File: config.mk
export PLATFORM = sky130hd
export DESIGN_NAME = regfile_scoreboard
export DESIGN_NICKNAME = d
export VERILOG_FILES = /design/src/rtl/regfile_scoreboard_pkg.sv /design/src/rtl/regfile_scoreboard_sb_counter.sv /design/src/rtl/regfile_scoreboard.sv
export SDC_FILE = /design/constraint.sdc
export NUM_CORES = 2
export LEC_CHECK = 0
export ABC_AREA = 0
export CAP_MARGIN = 20
export CORE_MARGIN = 3
export CORE_UTILIZATION = 55
export CTS_CLUSTER_DIAMETER = 30
export DETAILED_ROUTE_END_ITERATION = 6
export PLACE_DENSITY = 0.72
export SLEW_MARGIN = 20
export SYNTH_ARGS = -nofsm -noshare
export SYNTH_HDL_FRONTEND = slang
export SYNTH_HIERARCHICAL = 1
export SYNTH_SLANG_ARGS = --single-unit
File: constraint.sdc
create_clock -name clk -period 4.2 [get_ports clk]
set_input_delay 0.63 -clock clk [delete_from_list [all_inputs] [get_ports clk]]
set_output_delay 0.63 -clock clk [all_outputs]
set_load 0.01 [all_outputs]
File: src/rtl/regfile_scoreboard_pkg.sv
// Shared types and sizing for the integer register file and its
// pending-writer scoreboard.
//   XLEN  - register data width
//   NREGS - architectural registers (x0..x31)
//   AW    - register address width, clog2(NREGS)
//   CNTW  - pending-writer counter width per register
package regfile_scoreboard_pkg;

  localparam int XLEN  = 32;
  localparam int NREGS = 32;
  localparam int AW    = $clog2(NREGS);
  localparam int CNTW  = 2;

  typedef logic [AW-1:0]   reg_addr_t;
  typedef logic [CNTW-1:0] pend_cnt_t;

  // All-ones counter value: the most writers that may be in flight to one register.
  localparam pend_cnt_t CNT_MAX = '1;

  // How a writing instruction leaves the pipeline.
  typedef enum logic [1:0] {
    WB_NONE   = 2'd0,
    WB_RETIRE = 2'd1,
    WB_SQUASH = 2'd2
  } wb_kind_t;

endpackage

File: src/rtl/regfile_scoreboard_sb_counter.sv
// One pending-writer counter of the scoreboard.
//   clk, rst_n - clock, async active-low reset
//   inc_i      - a writer to this register was issued
//   dec_i      - a writer to this register left the pipeline
//   cnt_o      - writers currently in flight
//   undf_o     - release seen with no writer in flight (event, combinational)
module sb_counter
  import regfile_scoreboard_pkg::*;
(
  input  logic            clk,
  input  logic            rst_n,
  input  logic            inc_i,
  input  logic            dec_i,
  output logic [CNTW-1:0] cnt_o,
  output logic            undf_o
);

  pend_cnt_t cnt;

  always_ff @(posedge clk or negedge rst_n) begin
    if (!rst_n) begin
      cnt <= '0;
    end else if (inc_i && !dec_i) begin
      // Issue stalls at CNT_MAX, so the hold here is only a safety net.
      if (cnt != CNT_MAX) cnt <= cnt + 1'b1;
    end else if (dec_i && !inc_i) begin
      if (cnt != '0) cnt <= cnt - 1'b1;
    end
  end

  assign cnt_o  = cnt;
  assign undf_o = dec_i && !inc_i && (cnt == '0);

endmodule

File: src/rtl/regfile_scoreboard.sv
// Integer register file with write-to-read bypass and a per-register
// pending-writer scoreboard driving the ID stall.
//   clk, rst_n          - clock, async active-low reset
//   reg_write_i/rd_*    - writeback port
//   rs1/rs2_addr_i      - ID read addresses; rs1/rs2_data_o bypassed read data
//   rs1/rs2_used_i      - ID instruction actually reads that source
//   issue_*             - ID instruction requesting to advance, and its rd
//   rel_valid_i/rel_rd_i- a writer leaves the pipeline (retired or squashed)
//   stall_o             - hold ID this cycle
//   err_o               - sticky scoreboard underflow
module regfile_scoreboard
  import regfile_scoreboard_pkg::*;
(
  input  logic            clk,
  input  logic            rst_n,
  input  logic            reg_write_i,
  input  logic [AW-1:0]   rd_addr_i,
  input  logic [XLEN-1:0] rd_data_i,
  input  logic [AW-1:0]   rs1_addr_i,
  input  logic [AW-1:0]   rs2_addr_i,
  output logic [XLEN-1:0] rs1_data_o,
  output logic [XLEN-1:0] rs2_data_o,
  input  logic            rs1_used_i,
  input  logic            rs2_used_i,
  input  logic            issue_valid_i,
  input  logic            issue_wr_i,
  input  logic [AW-1:0]   issue_rd_i,
  input  logic            rel_valid_i,
  input  logic [AW-1:0]   rel_rd_i,
  output logic            stall_o,
  output logic            err_o
);

  logic [XLEN-1:0] regs [NREGS];
  pend_cnt_t       cnt  [NREGS];
  logic [NREGS-1:1] undf;
  logic             issue_acc;

  // Register array; regs[0] is never written and reads of x0 are forced to zero.
  always_ff @(posedge clk or negedge rst_n) begin
    if (!rst_n) begin
      for (int i = 0; i < NREGS; i++) regs[i] <= '0;
    end else if (reg_write_i && (rd_addr_i != '0)) begin
      regs[rd_addr_i] <= rd_data_i;
    end
  end

  function automatic logic [XLEN-1:0] read_port(input reg_addr_t a);
    if (a == '0)                           return '0;
    else if (reg_write_i && rd_addr_i == a) return rd_data_i;
    else                                   return regs[a];
  endfunction

  // A register whose only pending writer leaves this cycle is already safe to
  // read: its value comes through the bypass or is already in the array.
  function automatic logic busy(input reg_addr_t r);
    if (r == '0 || cnt[r] == '0) return 1'b0;
    return !((cnt[r] == pend_cnt_t'(1)) && rel_valid_i && (rel_rd_i == r));
  endfunction

  always_comb begin
    rs1_data_o = read_port(rs1_addr_i);
    rs2_data_o = read_port(rs2_addr_i);
    stall_o    = issue_valid_i &&
                 ((rs1_used_i && busy(rs1_addr_i)) ||
                  (rs2_used_i && busy(rs2_addr_i)) ||
                  (issue_wr_i && (issue_rd_i != '0) && (cnt[issue_rd_i] == CNT_MAX)));
  end

  assign issue_acc = issue_valid_i && !stall_o && issue_wr_i && (issue_rd_i != '0);

  assign cnt[0] = '0;

  for (genvar r = 1; r < NREGS; r++) begin : g_cnt
    sb_counter u_cnt (
      .clk    (clk),
      .rst_n  (rst_n),
      .inc_i  (issue_acc && (issue_rd_i == reg_addr_t'(r))),
      .dec_i  (rel_valid_i && (rel_rd_i == reg_addr_t'(r))),
      .cnt_o  (cnt[r]),
      .undf_o (undf[r])
    );
  end

  always_ff @(posedge clk or negedge rst_n) begin
    if (!rst_n)     err_o <= 1'b0;
    else if (|undf) err_o <= 1'b1;
  end

endmodule
==> metrics.yaml <==
clock_network:
  cts-root-buf: "clkbuf_16"
  ctsHtreeMaxLevel: 4
  clock_path_buffers: 3
  clkTransAtPathRegs_ns: 0.05
  cts_tree: "built"
  clock_latency_ns: 0.83
  clock-sinks: 1087
  cts_made_buffers: 220
power_and_ir_drop:
  p_leak_uw: 0.0317
  ir_drop_mv: 0.429
  intPower_uw: 29500
  p_sw_frac: 0.277
  power.total_uw: 40800
  combPwrFrac: 0.202
  seqPwrFrac: 0.357
  power_density_nw_per_um2: 551
  switching_power_uw: 11300
  pwr-share-clk: 0.441
grt:
  antenna_found_initial: 6
  track_usage: 0.334
  grt_max_degree: 141
  grt_pass1_wl_um: 279000
  grt_pass1_vias: 41916
  overflow: 0
yosys:
  synth-compound-area-share: 0.0214
  synth-async-reset-ratio: 1.00
  yosysTopAreaCell: "dfrtp_1"
  yosysWarnings: 6
  ys_types: 51
  ys_ff_latch: 1087
  yosysMostFrequentCell: "dfrtp_1"
  synthCells: 4011
  postSynthNetCount: 4076
  synthAdderAreaFrac: 0
  ys_seq_area_frac: 0.449
  synth-edff-count: 0
  synth-xor-area-share: 0.00289
  synth_top_area_share: 0.449
  synth_top_family_by_area: "multiplexers"
  synth-main-ff-cell: "dfrtp_1"
  syn_area_per_cell_sq_um: 15.1
  synthMuxAreaShare: 0.451
  ys_top_cells_by_count: "dfrtp_1 (1087), mux2_2 (992), mux4_2 (671)"
  synth_area_leaders: "dfrtp_1 (45%), mux4_2 (25%), mux2_2 (18%)"
  syn_area_sq_um: 60500
  synth_simple_gate_area_share: 0.0468
placed_design:
  dp_hpwl_um: 109000
  place_area_sq_um: 65800
  gp_congestion: 0.942
  io_buffers: 130
  place_ws_ns: -0.555
timing:
  worst_slack_ns: -0.0327
  fin_crit_sh: 1.01
  finClkSkew_ns: 0.0596
  final_hold_viol_count: 0
  tns_ns: -0.0387
  period_minus_slack_ns: 4.23
  rsz0062_at_grt: "true"
  worst_pin_slew_ns: 1.07
  relSlewSlack: 0.284
  setup_viol: 2
  fmax_mhz: 236
  maxSlewViolCount: 0
detailed_routing:
  wl_per_cell_um: 31.7
  dr.pass1.iters: 6
  final_antenna_net_count: 0
  vias: 40691
  wirelength_um: 187000
  vias_per_cell: 6.88
  drt_drc_violations_left: 0
  dr.first_iter.drc_count: 4153
floorplan:
  dieHeight_um: 338
  initial_core_util: 0.555
  dieArea_sq_um: 114000
  num_io_pins: 131
  coreArea_sq_um: 109000
  rows: 121
  die_w_um: 338
cells_and_area:
  layout.nets: 4362
  regArea_sq_um: 27200
  multi_input_area_sq_um: 32000
  area_growth_pct: 22.1
  layout-drive-gt1-share: 0.573
  fillers: 7274
  fin_area_sq_um: 73900
setup_path:
  crit_path_max_incr_delay_ns: 0.51
  cp_max_fo: 17
  critical_path.cell_chain: "buf_8 > buf_4 > buf_12 > buf_16 > buf_4 > mux4_2 > mux4_2 > mux2i_2 > buf_4 > a211oi_1 > buf_4 > clkdlybuf4s50_1"
  crit_arrival_ns: 3.60
  crit_required_ns: 3.57
  cp_slowest_cell: "clkdlybuf4s50_1"
  startpoint_type: "primary input"
  cp_common_cell: "buf_4"
  cp-end-kind: "output port"
  critical_path_class: "primary input to output port"
status:
  violations: "setup timing"
  status: "finished, violations left"
worst_hold_path:
  hold_class: "flop to flop"
run:
  maxCapViolCount: 0
==> repair_timing <==
action	CTS	global route
gates cloned	3	0
setup endpoints to repair	6	24
pin swaps	1	3
resized for setup	20	40
hold buffers	1	0
hold endpoints to repair	39	0
buffers inserted	3	0
==> final timing paths <==
check	cells after the start	from	end	slack [ns]
min reg2reg	0	regs[1007]$_DFFE_PN0P_	regs[1007]$_DFFE_PN0P_	0.39
max reg2reg	14	g_cnt[7].u_cnt/cnt_o[1]$_DFFE_PN0P_	err_o$_DFFE_PN0P_	-0.01
min	0	regs[1007]$_DFFE_PN0P_	regs[1007]$_DFFE_PN0P_	0.39
min in group asynchronous	2	rst_n	regs[186]$_DFFE_PN0P_	0.43
max in group asynchronous	3	rst_n	regs[772]$_DFFE_PN0P_	2.58
max	12	rs1_addr_i[0]	rs1_data_o[15]	-0.03
==> per-stage QoR <==
stage / cells / hold WS, ns / util
final: 5914 / 0.393 / 0.678
after CTS: 5907 / 0.392 / 0.676
after global routing: 5911 / 0.404 / 0.678
after detailed placement: 5483 / 0.384 / 0.604
after floorplan: 4011 / 0.334 / -
after global placement: 5483 / 0.376 / 0.604
==> power groups by stage <==
stage	clock, uW	combinational (uW)	sequential [uW]
after floorplan	0	5610	14000
after global placement	0	7870	14400
after detailed placement	0	8030	14600
after CTS	18100	8160	14500
after global routing	18700	8710	14800
final	18000	8220	14600
==> kinds of logic after synthesis <==
group,count (synthesis)
compound gates,192
xor+xnor,20
simple gates,519
buf+inv,435
mux,1758
flops,1087
==> area by class of cell <==
cell class,count,share of cell area
antenna,7,0.000237
clock buffer,277,0.0821
sequential,1087,0.368
clock inverter,141,0.0234
inverter,6,0.000372
timing repair buffer,492,0.0687
multi-input combinational,2490,0.433
tap,1414,0.0239
==> worst max-delay path, delay by kind of cell <==
kind	cells	cell delay (ns)
muxes	3	1.22
AOI/OAI and AO/OA	1	0.07
buffers and inverters	8	1.64
==> flip-flops by register name, summed over array words and instances (netlist names) <==
name,flops
regs,1024
g_cnt.u_cnt/cnt_o,62
err_o,1
==> cells in the final DEF (no fill, tap or decap), drive strengths merged, types with 18 or more instances in the layout <==
cell type      Yosys  routed
nand2            106     106
bufinv             0      24
nor2             110     110
clkinvlp           0      25
inv                6      33
and3b             31      31
nor2b             36      36
buf              152     371
nor4              27      27
nor3              90      90
mux4             674     674
mux2i             92      92
mux2             992     992
a21oi             36      36
clkdlybuf4s50      0     115
nand3             18      18
dfrtp           1087    1087
clkinv             0      65
clkbuf           277     277
nand2b            67      67
a211oi            66      66
o21ai             73      73
==> layer usage <==
| layer | vias to the layer above | wire length (um) | part of all wire | track usage |
|---|---|---|---|---|
| met1 | 21749 | 73700 | 0.39 | 0.463 |
| met3 | 418 | 18500 | 0.099 | 0.0862 |
| met4 | 2 | 6680 | 0.036 | 0.122 |
| met2 | 2254 | 88500 | 0.47 | 0.516 |
| li1 | 16268 | - | - | - |
| met5 | - | 11 | 0.000059 | 0 |
(Power assumes the default switching activity.)
